[src/rtl/wm_phase_timer.sv]
// wm_phase_timer: phase timer and watchdog for the washing-machine controller.
// Watches the controller's one-hot operation outputs, counts ticks in each
// phase, and raises the timeout (fill/heat) or completion (wash/rinse/spin)
// levels when the phase limit expires.
// Optional feature: define WM_PAUSE_EN to add sig_Lid_Closed, which pauses
// wash/rinse/spin counting while the lid is open.
module wm_phase_timer #(
    parameter int unsigned CLK_PER_TICK = 1000,
    parameter int unsigned FILL_TIMEOUT = 120,
    parameter int unsigned HEAT_TIMEOUT = 300,
    parameter int unsigned WASH_TICKS   = 600,
    parameter int unsigned RINSE_TICKS  = 300,
    parameter int unsigned SPIN_TICKS   = 200
) (
    input  logic        clock,
    input  logic        reset,
    input  logic        fill_Water_Operation,
    input  logic        heat_Water_Operation,
    input  logic        wash_Operation,
    input  logic        rinse_Operation,
    input  logic        spin_Operation,
    input  logic        fault,
`ifdef WM_PAUSE_EN
    input  logic        sig_Lid_Closed,
`endif
    output logic        sig_Time_Out,
    output logic        sig_Wash_Completed,
    output logic        sig_Rinse_Completed,
    output logic        sig_Spin_Completed,
    output logic [15:0] remaining,
    output logic        phase_Error
);

    localparam int unsigned CNT_W = 16;
    localparam int unsigned PH_W  = 3;
    localparam int unsigned OP_W  = 5;

    localparam logic [PH_W-1:0] PH_IDLE  = 3'd0;
    localparam logic [PH_W-1:0] PH_FILL  = 3'd1;
    localparam logic [PH_W-1:0] PH_HEAT  = 3'd2;
    localparam logic [PH_W-1:0] PH_WASH  = 3'd3;
    localparam logic [PH_W-1:0] PH_RINSE = 3'd4;
    localparam logic [PH_W-1:0] PH_SPIN  = 3'd5;

    // A limit of zero behaves as one tick.
    localparam logic [CNT_W-1:0] LIM_FILL  = (CNT_W'(FILL_TIMEOUT) == '0) ? CNT_W'(1) : CNT_W'(FILL_TIMEOUT);
    localparam logic [CNT_W-1:0] LIM_HEAT  = (CNT_W'(HEAT_TIMEOUT) == '0) ? CNT_W'(1) : CNT_W'(HEAT_TIMEOUT);
    localparam logic [CNT_W-1:0] LIM_WASH  = (CNT_W'(WASH_TICKS)   == '0) ? CNT_W'(1) : CNT_W'(WASH_TICKS);
    localparam logic [CNT_W-1:0] LIM_RINSE = (CNT_W'(RINSE_TICKS)  == '0) ? CNT_W'(1) : CNT_W'(RINSE_TICKS);
    localparam logic [CNT_W-1:0] LIM_SPIN  = (CNT_W'(SPIN_TICKS)   == '0) ? CNT_W'(1) : CNT_W'(SPIN_TICKS);

    // Last prescaler value before a tick; CLK_PER_TICK of 0 or 1 ticks every clock.
    localparam logic [CNT_W-1:0] PRE_MAX = (CLK_PER_TICK <= 1) ? '0 : CNT_W'(CLK_PER_TICK - 1);

    logic [PH_W-1:0]  r_phase;
    logic [CNT_W-1:0] r_pre;
    logic [CNT_W-1:0] r_cnt;
    logic             r_done;
    logic             r_time_out;
    logic             r_wash_cmp;
    logic             r_rinse_cmp;
    logic             r_spin_cmp;
    logic             r_phase_err;

    logic [OP_W-1:0]  w_op_vec;
    logic [2:0]       w_op_count;
    logic             w_multi;
    logic [PH_W-1:0]  w_phase_d;
    logic [CNT_W-1:0] w_lim_d;
    logic             w_hold;
    logic [PH_W-1:0]  w_phase_nxt;
    logic [CNT_W-1:0] w_pre_nxt;
    logic [CNT_W-1:0] w_cnt_nxt;
    logic             w_done_nxt;

    // Decode the requested phase from the operation inputs; fault forces IDLE.
    always_comb begin
        w_op_vec   = {spin_Operation, rinse_Operation, wash_Operation,
                      heat_Water_Operation, fill_Water_Operation};
        w_op_count = '0;
        for (int i = 0; i < int'(OP_W); i++) begin
            w_op_count = w_op_count + 3'(w_op_vec[i]);
        end
        w_multi   = (w_op_count > 3'd1);
        w_phase_d = PH_IDLE;
        if (!fault) begin
            case (w_op_vec)
                5'b00001: w_phase_d = PH_FILL;
                5'b00010: w_phase_d = PH_HEAT;
                5'b00100: w_phase_d = PH_WASH;
                5'b01000: w_phase_d = PH_RINSE;
                5'b10000: w_phase_d = PH_SPIN;
                default:  w_phase_d = PH_IDLE;
            endcase
        end
    end

    // Limit loaded when entering the decoded phase.
    always_comb begin
        w_lim_d = '0;
        case (w_phase_d)
            PH_FILL:  w_lim_d = LIM_FILL;
            PH_HEAT:  w_lim_d = LIM_HEAT;
            PH_WASH:  w_lim_d = LIM_WASH;
            PH_RINSE: w_lim_d = LIM_RINSE;
            PH_SPIN:  w_lim_d = LIM_SPIN;
            default:  w_lim_d = '0;
        endcase
    end

    // Pause condition: open lid freezes wash/rinse/spin; fill and heat keep running.
`ifdef WM_PAUSE_EN
    always_comb begin
        w_hold = 1'b0;
        if (!sig_Lid_Closed &&
            ((r_phase == PH_WASH) || (r_phase == PH_RINSE) || (r_phase == PH_SPIN))) begin
            w_hold = 1'b1;
        end
    end
`else
    always_comb begin
        w_hold = 1'b0;
    end
`endif

    // Next-state: reload on phase change, otherwise prescale and count down until done.
    always_comb begin
        w_phase_nxt = r_phase;
        w_pre_nxt   = r_pre;
        w_cnt_nxt   = r_cnt;
        w_done_nxt  = r_done;
        if (w_phase_d != r_phase) begin
            w_phase_nxt = w_phase_d;
            w_cnt_nxt   = w_lim_d;
            w_pre_nxt   = '0;
            w_done_nxt  = 1'b0;
        end else if ((r_phase != PH_IDLE) && !r_done && !w_hold) begin
            if (r_pre == PRE_MAX) begin
                w_pre_nxt = '0;
                if (r_cnt != '0) begin
                    w_cnt_nxt = r_cnt - CNT_W'(1);
                end
                if (r_cnt <= CNT_W'(1)) begin
                    w_done_nxt = 1'b1;
                end
            end else begin
                w_pre_nxt = r_pre + CNT_W'(1);
            end
        end
    end

    // State and registered output levels, decoded from the next phase/done so
    // the flags line up with the cycle in which done becomes visible.
    always_ff @(posedge clock) begin
        if (reset) begin
            r_phase     <= PH_IDLE;
            r_pre       <= '0;
            r_cnt       <= '0;
            r_done      <= 1'b0;
            r_time_out  <= 1'b0;
            r_wash_cmp  <= 1'b0;
            r_rinse_cmp <= 1'b0;
            r_spin_cmp  <= 1'b0;
            r_phase_err <= 1'b0;
        end else begin
            r_phase     <= w_phase_nxt;
            r_pre       <= w_pre_nxt;
            r_cnt       <= w_cnt_nxt;
            r_done      <= w_done_nxt;
            r_time_out  <= w_done_nxt && ((w_phase_nxt == PH_FILL) || (w_phase_nxt == PH_HEAT));
            r_wash_cmp  <= w_done_nxt && (w_phase_nxt == PH_WASH);
            r_rinse_cmp <= w_done_nxt && (w_phase_nxt == PH_RINSE);
            r_spin_cmp  <= w_done_nxt && (w_phase_nxt == PH_SPIN);
            r_phase_err <= w_multi;
        end
    end

    assign sig_Time_Out        = r_time_out;
    assign sig_Wash_Completed  = r_wash_cmp;
    assign sig_Rinse_Completed = r_rinse_cmp;
    assign sig_Spin_Completed  = r_spin_cmp;
    assign remaining           = r_cnt;
    assign phase_Error         = r_phase_err;

endmodule
[config.mk]
export PLATFORM = sky130hd
export DESIGN_NAME = wm_phase_timer
export DESIGN_NICKNAME = d
export VERILOG_FILES = /design/src/rtl/wm_phase_timer.sv
export SDC_FILE = /design/constraint.sdc
export NUM_CORES = 1
export LEC_CHECK = 0
export ABC_AREA = 1
export CORE_UTILIZATION = 50
export CTS_CLUSTER_DIAMETER = 50
export DETAILED_ROUTE_END_ITERATION = 10
export GPL_ROUTABILITY_DRIVEN = 0
export GPL_TIMING_DRIVEN = 1
export PLACE_DENSITY = 0.72
export SLEW_MARGIN = 10
export SYNTH_ARGS = -nofsm -noshare
export SYNTH_HDL_FRONTEND = slang
export SYNTH_SLANG_ARGS = --single-unit
[constraint.sdc]
create_clock -name clock -period 2.2 [get_ports clock]
set_input_delay 0.55 -clock clock [delete_from_list [all_inputs] [get_ports clock]]
set_output_delay 0.55 -clock clock [all_outputs]
set_load 0.03 [all_outputs]
### Yosys cells after proc, flatten, opt, wreduce, memory -nomap -nowiden

Cells that the tools add are included.

* register bits: 41
* bits in latches: 0
* RAM bits: 0
* bits in read-only memories: 0
* input bits: 8
* output and inout bits: 21
* word-level logic and storage cells: 62
* memories kept: 0

* $add $sub $neg: 6
* multipliers: 0
* divide/modulo/power cells: 0
* magnitude comparators: 2
* equal/unequal tests: 17
* shift operators: 0
* multiplexer cells: 13
* bitwise operators: 0
* reductions and logical operators: 15

Operators by type and width (count)
* 2-to-1 mux 16 bit: 5
* case mux 10 bit (4 select lines): 1
* adder 16 x 1 -> 16 bit, second input constant: 1
* == test 16 x 10 -> 1 bit, second input constant: 1
* less-or-equal comparator 16 x 1 -> 1 bit, second input constant: 1
* nonzero test 16 bit: 1
* subtractor 16 x 1 -> 16 bit, second input constant: 1
* case mux 3 bit (5 select lines): 1
* == test 3 x 2 -> 1 bit, second input constant: 4
* == test 3 bit, second input constant: 4
* adder 3 x 1 -> 3 bit: 2
* == test 3 x 1 -> 1 bit, second input constant: 2
* 2-to-1 mux 3 bit: 2
* nonzero test 2 bit: 3
* == test 5 x 1 -> 1 bit, second input constant: 1
* == test 5 x 2 -> 1 bit, second input constant: 1
* == test 5 x 3 -> 1 bit, second input constant: 1
* == test 5 x 4 -> 1 bit, second input constant: 1
* == test 5 bit, second input constant: 1
* logical AND 1 bit: 5
* 2-to-1 mux 1 bit: 4
* OR reduction 2 bit: 2
* adder 2 x 1 -> 3 bit: 1
* > comparator 3 x 1 -> 1 bit, second input constant: 1
* 6 further kinds: 6

### Depth between registers and ports, before layout

Gate-level depths: netlist of the first run.

* depth after elaboration: 8
* depth in mapped cells: 16
* mapped depth without buffers: 15

### Worst setup path before layout of the first run

OpenSTA, ideal clock, no wires.

* path type: input port to flip-flop
* start point: input port fill_Water_Operation
* end point: register r_cnt[9] (netlist: remaining[9])
* library setup time: 0.117 ns
* arrival: 1.923 ns
* data required time: 2.083 ns
* slack: 0.160 ns
* stages: 15
* path buffers: 2
* path through: inv_1 > ha_1 > inv_1 > nor2_2 > nand2_1 > nand3_2 > nand2_4 > nand2_2 > nand2_2 > nand2_2 > buf_6 > buf_6 > nand2_1 > o21ai_1 > a21oi_2

* longest elaborated chain between the ends: 7
* elaborated cells between the ends (all ways): 20
* classes of those cells: eq/ne (11); mux (4); reduce/logical (5)

RTL lines
* start, declared: RTL line 17 `input logic fill_Water_Operation,`
* == test 5 bit (tied with other cells): RTL line 87 `case (w_op_vec)`
* case mux 3 bit (5 select lines) (*): RTL line 87
* 2-to-1 mux 3 bit (*): RTL line 86 `if (!fault) begin`
* == test 3 bit / == test 3 x 2 -> 1 bit (equally long branches): RTL line 101 `case (w_phase_d)`
* OR reduction 2 bit (no source line)
* case mux 10 bit (4 select lines): RTL line 101
* 2-to-1 mux 16 bit: RTL line 132 `if (w_phase_d != r_phase) begin`
* end signal, assigned: RTL line 168 `r_cnt <= w_cnt_nxt;`
* end, declared: RTL line 57 `logic [CNT_W-1:0] r_cnt;`

Mark *: on every way between the ends. The rest lies on a longest branch, timed or not.
A chain may end at the register's enable or synchronous reset.

### Worst setup path after layout of the first run

* start point: input port spin_Operation
* end point: register r_cnt[9] (netlist: remaining[9])

* longest elaborated chain between the ends: 7
* elaborated cells between the ends (all ways): 20
* classes of those cells: eq/ne (11); mux (4); reduce/logical (5)

RTL lines
* start, declared: RTL line 21 `input logic spin_Operation,`
* == test 5 bit (tied with other cells): RTL line 87
* case mux 3 bit (5 select lines) (*): RTL line 87
* 2-to-1 mux 3 bit (*): RTL line 86
* == test 3 bit / == test 3 x 2 -> 1 bit (equally long branches): RTL line 101
* OR reduction 2 bit (no source line)
* case mux 10 bit (4 select lines): RTL line 101
* 2-to-1 mux 16 bit: RTL line 132

Marks and branches as above.

==> results.md, run 1 <==
* Worst EP required at 2.39 ns
* Final ANT Viol Nets at 0
* Worst Skew at 0.006424 ns
* # port buffers at 28
* Finished Core Util at 65.14%
* Min-delay worst type: reg2reg
* Crit-path slowest cell: clkdlybuf4s50_1
* Antenna diodes at 0
* Detailed-route wire length at 6216 um
* DIE AREA at 5588 um2
* Synth unique cells at 40
* Mux share of post-synthesis cell area at 0%
* Clock slew at reported path FFs at 0.08 ns
* # rows at 26
* Crit Path Class: in2reg
* Max_cap viols at 0
* Vias in the first global route at 2312
* Unrepaired setup endpoints after global routing: false
* Yosys reg bits at 41
* Max-slew headroom at 77.35%
* Fin cells at 513
* Final setup fails at 0
* Pins over their slew limit at 0
* Total core area at 5107 um2
* CTS tree: yes
* Layout cells sized above 1 at 20.54%
* CP Buf/Inv Count at 3
* Post-synth top flop: dfxtp_1
* Max IR drop VDD at 0.3182 mV
* Synth warnings at 0
* Clock sink count at 41
* 1st-iter DRT viols at 109
* Skew-Pair Late Insertion Delay at 0.29 ns
* Compound-gate portion of the synthesized area at 11.49%
* CP arrival at 2.25 ns
* Hpwl dp at 4829 um
* Post-Syn Area at 2646 um2
* Final hold violation count at 0
* EDFF count, synth at 0
* Cells after Synth at 385
* Pleak at 1.509 nW
* Period utilization at 93.79%
* Post-Place Cells at 505
* Most common cell after layout, fill and taps aside: nand2_1
* H-tree levels at 2
* Worst-Margin Slew at 0.3372 ns
* Simple-Gate Fraction of Synth Area at 38.58%
* Initial antenna violation count at 0
* CP peak stage delay at 0.57 ns
* Worst path cell trace: clkdlybuf4s50_1 -> inv_1 -> nor2_1 -> nand2_1 -> nand3_2 -> nand3_1 -> nand2_2 -> nand2_8 -> nor2_4 -> buf_6 -> nand2_1 -> nand2_1 -> a21oi_2
* Starting density of the core at 51.81%
* Commonest cells after routing, fill and taps aside: nand2_1, nor2_1, inv_1
* Vias per inst at 4.979
* Largest family of logic cells by synthesized area: simple AND/OR/NAND/NOR gates
* Max Fclk at 484.6 MHz
* DRC errors left at 0
* CP endpoint kind: flip-flop
* Final #Nets at 460
* Clock buffer count from CTS at 5
* GR Util All Layers at 23.30%
* TritonRoute pass-1 iters at 4
* CTS root buf: clkbuf_8
* Cts hold-fix bufs at 0
* Crit-path most repeated cell: nand2_1
* Power density over the cells at 575.7 nW/um2
* Crit-path max FO at 8
* Syn_area_per_cell at 6.873 um2
* DR WL/cell at 12.12 um
* Total grt overflow at 0
* First-pass GRT wire length at 9894 um
* Vias at 2554
* Async set-reset flop share out of synthesis at 0%
* I/O pins at 29
* Register area share after synthesis at 31.02%
* Post-layout minimum cycle time at 2.063 ns
* Synth-to-Final Area Change at 25.72%
* Die H at 74.75 um
* Hold WS at 0.5271 ns
* CP top delay family: simple AND/OR/NAND/NOR gates
* Xor/xnor share of the synthesized area at 5.296%
* CTS Buffer Depth at 2
* Largest net degree at the start of global routing at 12
* Net Count, Synth at 402
* Status: finished, final reports clean
* Area share of fa/ha/maj cells after synthesis at 4.539%
* Die X at 74.75 um
* Startpoint types: input pin
## cell families (layout without fill, tap and decap cells)
logic type	Yosys count	after routing
buffers and inverters	56	114
flip-flops	41	41
XOR/XNOR	16	16
AND/OR/NAND/NOR	219	219
adder cells (fa/ha/maj)	9	9
AO/OA/AOI/OAI	44	44
## Yosys cell counts (2+ instances only)
master	n	area, um2
o21ai_1	5	25.02
xor2_1	11	96.34
nand3_1	15	75.07
inv_2	4	15.01
o21bai_1	2	15.01
inv_1	45	168.9
nand2_2	8	50.05
or2_2	2	12.51
o31ai_1	2	15.01
nand2_1	90	337.8
nand3_2	2	20.02
buf_6	3	33.78
o21a_1	3	22.52
nor2_2	11	68.82
nor2_4	3	33.78
a21oi_2	14	122.6
nor2_1	61	229.0
ha_1	8	100.1
nor3_2	2	20.02
nand4_1	10	62.56
dfxtp_1	41	820.8
a21oi_1	7	35.03
nor3_1	9	45.04
o21ai_0	6	30.03
xnor2_1	5	43.79
nand2_4	2	22.52
## worst register-to-register path: cells and delay by family (launching register included)
family	cells	cell delay [ns]
and+or+nand+nor	9	1.19
DFF	1	0.41
adders and majority gates	1	0.25
## per-stage QoR
step | setup WS [ns] | instance area [um2] | total power [W] | TNS (ns)
after global routing | 0.001796 | 3327 | 0.002015 | 0
after detailed placement | -0.4084 | 3174 | 0.001411 | -12.67
after global placement | -0.3141 | 3174 | 0.001402 | -9.431
final | 0.1365 | 3327 | 0.001915 | 0
after floorplan | 0.1603 | 2646 | 0.001240 | 0
after CTS | 0.0008205 | 3287 | 0.001917 | 0
## path summary, 6_finish.rpt
path / endpoint / slack [ns] / cells after the start / from
max: remaining[9] / 0.14 / 13 / spin_Operation
min: r_pre[13] / 0.53 / 2 / r_pre[13]
max reg2reg: remaining[8] / 0.25 / 10 / r_pre[0]
min reg2reg: r_pre[13] / 0.53 / 2 / r_pre[13]
## sequential cells by signal, summed over array words and instances, names as in the netlist
name	cells
sig_Time_Out	1
phase_Error	1
remaining	16
r_pre	16
sig_Spin_Completed	1
r_phase	3
sig_Wash_Completed	1
r_done	1
sig_Rinse_Completed	1
## timing repair
| item | 4_1_cts | 5_1_grt |
|---|---|---|
| gates resized for setup | 6 | 10 |
| cloned | 0 | 0 |
| endpoints found under the setup margin | 24 | 38 |
| setup buffers | 1 | 0 |
| pin swaps | 1 | 5 |
| hold endpoints to repair | 0 | 0 |
## layer usage
metal / GRT usage [%] / share of wire [%] / vias to the layer above
li1: - / - / 1331
met1: 28.24 / 46 / 1162
met2: 41.04 / 49 / 50
met3: 4.552 / 3.3 / 11
met4: 8.176 / 1.6 / 0
met5: 0 / 0 / -
## where the power goes
group	internal, W	leakage [nW]	switching [W]
Combinational	0.000255	1.13	0.000355
Sequential	0.000767	0.332	0.0000354
Clock	0.000249	0.0443	0.000253
Total	0.00127	1.51	0.000644
## final cells by class
class,instances,area (um2)
fillers,473,1780
inverters,50,190.2
well taps,70,87.58
flip-flops and latches,41,820.8
multi-input cells,288,1625
clock buffers,7,86.33
repair buffers,57,516.7
(Power assumes the default switching activity.)
==> inputs of run 2 (changes only) <==
- GPL_TIMING_DRIVEN: 1 -> 0
==> results.md, run 2 (synthesis results as in run 1) <==
* Total grt overflow at 0
* Worst EP required at 2.39 ns
* Largest net degree at the start of global routing at 13
* TritonRoute pass-1 iters at 4
* Final #Nets at 442
* Post-layout minimum cycle time at 2.073 ns
* CP peak stage delay at 0.26 ns
* # rows at 26
* DR WL/cell at 12.33 um
* Final Cell Area at 3248 um2
* Die X at 74.75 um
* Layout cells sized above 1 at 17.65%
* Antenna diodes at 0
* CP endpoint kind: flip-flop
* Crit-path max FO at 10
* Worst path cell trace: dlygate4sd2_1 -> inv_2 -> ha_1 -> inv_2 -> nor2_4 -> nand2_1 -> nand3_2 -> nand2_4 -> nand2_2 -> nand2_2 -> nand2_4 -> buf_8 -> buf_12 -> nand2_1 -> o21ai_1 -> a21oi_2
* Total power at 0.002001 W
* Min-delay worst type: reg2reg
* Crit-path slowest cell: dlygate4sd2_1
* Startpoint types: input pin
* Hpwl dp at 4469 um
* Pins over their slew limit at 0
* First-pass GRT wire length at 10010 um
* Max Fclk at 482.4 MHz
* I/O pins at 29
* Max IR drop VDD at 0.4911 mV
* Power density over the cells at 616.0 nW/um2
* Clock sink count at 41
* H-tree levels at 2
* Detailed-route wire length at 6105 um
* Final ANT Viol Nets at 0
* Post-DP Area at 3014 um2
* Period utilization at 94.22%
* Synth-to-Final Area Change at 22.74%
* Final setup fails at 0
* CTS root buf: clkbuf_8
* DRC errors left at 0
* CTS tree: yes
* Starting density of the core at 51.81%
* Clock buffer count from CTS at 5
* Initial antenna violation count at 0
* Clock slew at reported path FFs at 0.08 ns
* Unrepaired setup endpoints after global routing: false
* CTS Buffer Depth at 2
* Worst-Margin Slew at 0.7866 ns
* Crit Path Class: in2reg
* Commonest cells after routing, fill and taps aside: nand2_1, nor2_1, inv_1
* CP arrival at 2.27 ns
* 1st-iter DRT viols at 132
* Max-slew headroom at 47.11%
* Most common cell after layout, fill and taps aside: nand2_1
* Final hold violation count at 0
* Pleak at 1.446 nW
* DIE AREA at 5588 um2
* Die H at 74.75 um
* Cts hold-fix bufs at 0
* Max_cap viols at 0
* # port buffers at 28
* GR Util All Layers at 23.30%
* Skew-Pair Late Insertion Delay at 0.30 ns
* Vias at 2500
* Worst Skew at 0.007505 ns
* Status: finished, final reports clean
* Vias in the first global route at 2268
* Vias per inst at 5.051
* Total core area at 5107 um2
run 2: cell types whose count changed in the layout (fill, tap and decap cells not counted), moves of 2 or more:
cell,change
buf_4,-22
dlygate4sd2_1,+3
clkdlybuf4s50_1,-2
nand2_2,+2
run 2: through the flow:
stage	hold slack (ns)	util [%]	setup TNS, ns	cells	setup WS, ns
floorplan	0.4800	-	0	385	0.1603
global placement	0.4941	59.02	-15.17	483	-0.5154
detailed placement	0.5048	59.02	-15.99	483	-0.5299
CTS	0.5180	63.01	0	494	0.07751
global route	0.5437	63.60	0	495	0.01872
finish	0.5197	63.60	0	495	0.1272
run 2: worst max-delay path, delay by kind of cell:
kind,cells,cell delay (ns)
buffers and inverters,5,0.67
and+or+nand+nor,8,0.73
adders and majority gates,1,0.17
AOI/OAI and AO/OA,2,0.17
run 2: layout make-up:
| cell class | instances | area [um2] |
|---|---|---|
| plain buffers | 6 | 66.31 |
| clock buffers | 5 | 68.82 |
| clock inverters | 2 | 35.03 |
| fillers | 460 | 1859 |
| inverters | 50 | 192.7 |
| multi-input cells | 288 | 1633 |
| flip-flops and latches | 41 | 820.8 |
| well taps | 70 | 87.58 |
| repair buffers | 33 | 344.1 |
run 2: final timing paths:
check,from,endpoint,slack (ns),depth (start not counted)
worst max-delay path,fill_Water_Operation,remaining[9],0.13,16
worst min-delay path,r_pre[1],r_pre[1],0.52,2
worst max register to register,remaining[0],remaining[11],0.25,11
worst min register to register,r_pre[1],r_pre[1],0.52,2
run 2: per-layer routing:
layer / track usage [%] / part of all wire [%] / up-vias
met3: 4.284 / 3.6 / 9
met1: 29.44 / 47 / 1140
met5: 0 / 0 / -
met4: 7.757 / 1.4 / 0
li1: - / - / 1296
met2: 39.94 / 48 / 55
run 2: report_power, final:
| part | internal, W | total (W) | switching (W) | leakage [nW] |
|---|---|---|---|---|
| registers | 0.000767 | 0.000801 | 0.0000342 | 0.332 |
| logic | 0.000247 | 0.000599 | 0.000353 | 1.06 |
| clock network | 0.000330 | 0.000600 | 0.000270 | 0.0540 |
| total | 0.00134 | 0.00200 | 0.000657 | 1.45 |
run 2: repair_timing:
action / in CTS / in global routing
setup buffers: 3 / 1
gates resized for setup: 16 / 6
pin swaps: 5 / 0
gates cloned: 1 / 0
setup endpoints to repair: 36 / 33
==> inputs of run 3 (changes only) <==
- SETUP_SLACK_MARGIN: unset -> 0.02
==> results.md, run 3 (synthesis results as in run 1) <==
* Clock buffer count from CTS at 5
* TritonRoute pass-1 iters at 4
* Period utilization at 94.52%
* Die X at 74.75 um
* Max IR drop VDD at 0.4912 mV
* Unrepaired setup endpoints after global routing: false
* Synth-to-Final Area Change at 22.93%
* Pins over their slew limit at 0
* Final setup fails at 0
* Final #Nets at 442
* CTS root buf: clkbuf_8
* Worst Skew at 0.006139 ns
* Crit Path Class: in2reg
* Worst-Margin Slew at 0.7808 ns
* Number of stages on the worst hold path at 2
* Antenna diodes at 0
* DRC errors left at 0
* Sw power at 0.0006559 W
* Combinational Power Share at 30.0%
* CTS tree: yes
* Crit-path max FO at 5
* CP endpoint kind: flip-flop
* Hpwl dp at 4469 um
* Seq pwr share at 40.1%
* Worst setup startpoint: fill_Water_Operation
* DIE AREA at 5588 um2
* Flop-to-flop setup slack at 0.24 ns
* Total core area at 5107 um2
* Most common cell after layout, fill and taps aside: nand2_1
* Power density over the cells at 614.8 nW/um2
* Vias at 2494
* Status: finished, final reports clean
* Pre-CTS setup slack at -0.5299 ns
* Skew-Pair Late Insertion Delay at 0.30 ns
* Starting density of the core at 51.81%
* Area of the multi-input gates at 1638 um2
* PnR worst setup slack at 0.1205 ns
* Die H at 74.75 um
* Post-layout minimum cycle time at 2.079 ns
* Startpoint types: input pin
* Post-Place Cells at 483
* Final Cell Area at 3253 um2
* Fillers at 459
* Final hold violation count at 0
* # port buffers at 28
* Worst-case reg-to-reg path depth at 11
* Sequential Area at 820.8 um2
* GR Util All Layers at 23.30%
* Final TNS setup at 0 ns
* Largest net degree at the start of global routing at 13
* Clock power frac at 29.9%
* Sw frac at 32.79%
* Min-delay src: r_pre[1]
* Commonest cells after routing, fill and taps aside: nand2_1, nor2_1, inv_1
* Vias per inst at 5.038
* Worst EP required at 2.44 ns
* Total power at 0.002000 W
* Int Power at 0.001344 W
* Clock sink count at 41
* Fin cells at 495
* H-tree levels at 2
* Max Fclk at 480.9 MHz
* Final ANT Viol Nets at 0
* I/O pins at 29
* Max_cap viols at 0
* Hold Path End: r_pre[1]
* Detailed-route wire length at 6099 um
* Reg2reg start: remaining[0]
* Vias in the first global route at 2268
* Min-delay worst type: reg2reg
* First-pass GRT wire length at 10010 um
* Post-DP Area at 3014 um2
* # rows at 26
* Reg-to-reg endpoint: remaining[11]
* Initial antenna violation count at 0
* Clock slew at reported path FFs at 0.08 ns
* DR WL/cell at 12.32 um
* Max-slew headroom at 47.50%
* CTS Buffer Depth at 2
* CP arrival at 2.31 ns
* Layout cells sized above 1 at 17.65%
* 1st-iter DRT viols at 148
* Pleak at 1.447 nW
* Total grt overflow at 0
==> run 3: power by group through the flow <==
stage                     sequential, W  combinational [W]  clock (W)
after global placement         0.000819           0.000557          0
final                          0.000802           0.000601   0.000598
after floorplan                0.000859           0.000381          0
after global routing           0.000806           0.000664   0.000640
after CTS                      0.000801           0.000593   0.000605
after detailed placement       0.000818           0.000561          0
==> run 3: cell type report <==
type                       count  area share, %
buffer                         6          2.038
clock buffer                   5          2.115
clock inverter                 2          1.077
inverter                      50          5.923
multi-input combinational    288          50.35
sequential                    41          25.23
tap                           70          2.692
timing repair buffer          33          10.58
==> run 3: layer usage <==
| layer | routed length (um) | global-route usage [%] |
|---|---|---|
| met5 | 0 | 0 |
| met4 | 84 | 7.757 |
| met3 | 219 | 4.284 |
| met2 | 2932 | 39.94 |
| met1 | 2863 | 29.44 |
==> run 3: worst max-delay path by stage <==
stage,endpoint,depth (start not counted)
final,sig_Time_Out,14
after global routing,r_pre[2],15
after CTS,remaining[14],13
after detailed placement,remaining[2],17
after global placement,remaining[8],17
after floorplan,remaining[9],15
==> run 3: worst max-delay path: stages <==
cell           delay [ns]
dlygate4sd2_1        0.26
inv_2                0.08
ha_1                 0.17
inv_2                0.05
nor2_4               0.15
nand2_1              0.08
nand3_2              0.13
nand3_1              0.10
nand2_2              0.11
nand2_4              0.08
buf_8                0.14
nor2_4               0.15
nand2_1              0.14
nor2_1               0.12
==> run 3: repair_timing <==
item | CTS | global route
gates cloned | 1 | 0
resized for setup | 16 | 7
setup buffers | 3 | 1
pin swaps | 5 | 2
endpoints found under the setup margin | 37 | 33
hold buffers | 0 | 0
==> run 3: per-stage QoR <==
stage	hold slack, ns	utilization [%]
after detailed placement	0.5048	59.02
after CTS	0.5180	63.01
after global routing	0.5437	63.69
final	0.5181	63.69
after global placement	0.4941	59.02
after floorplan	0.4800	-
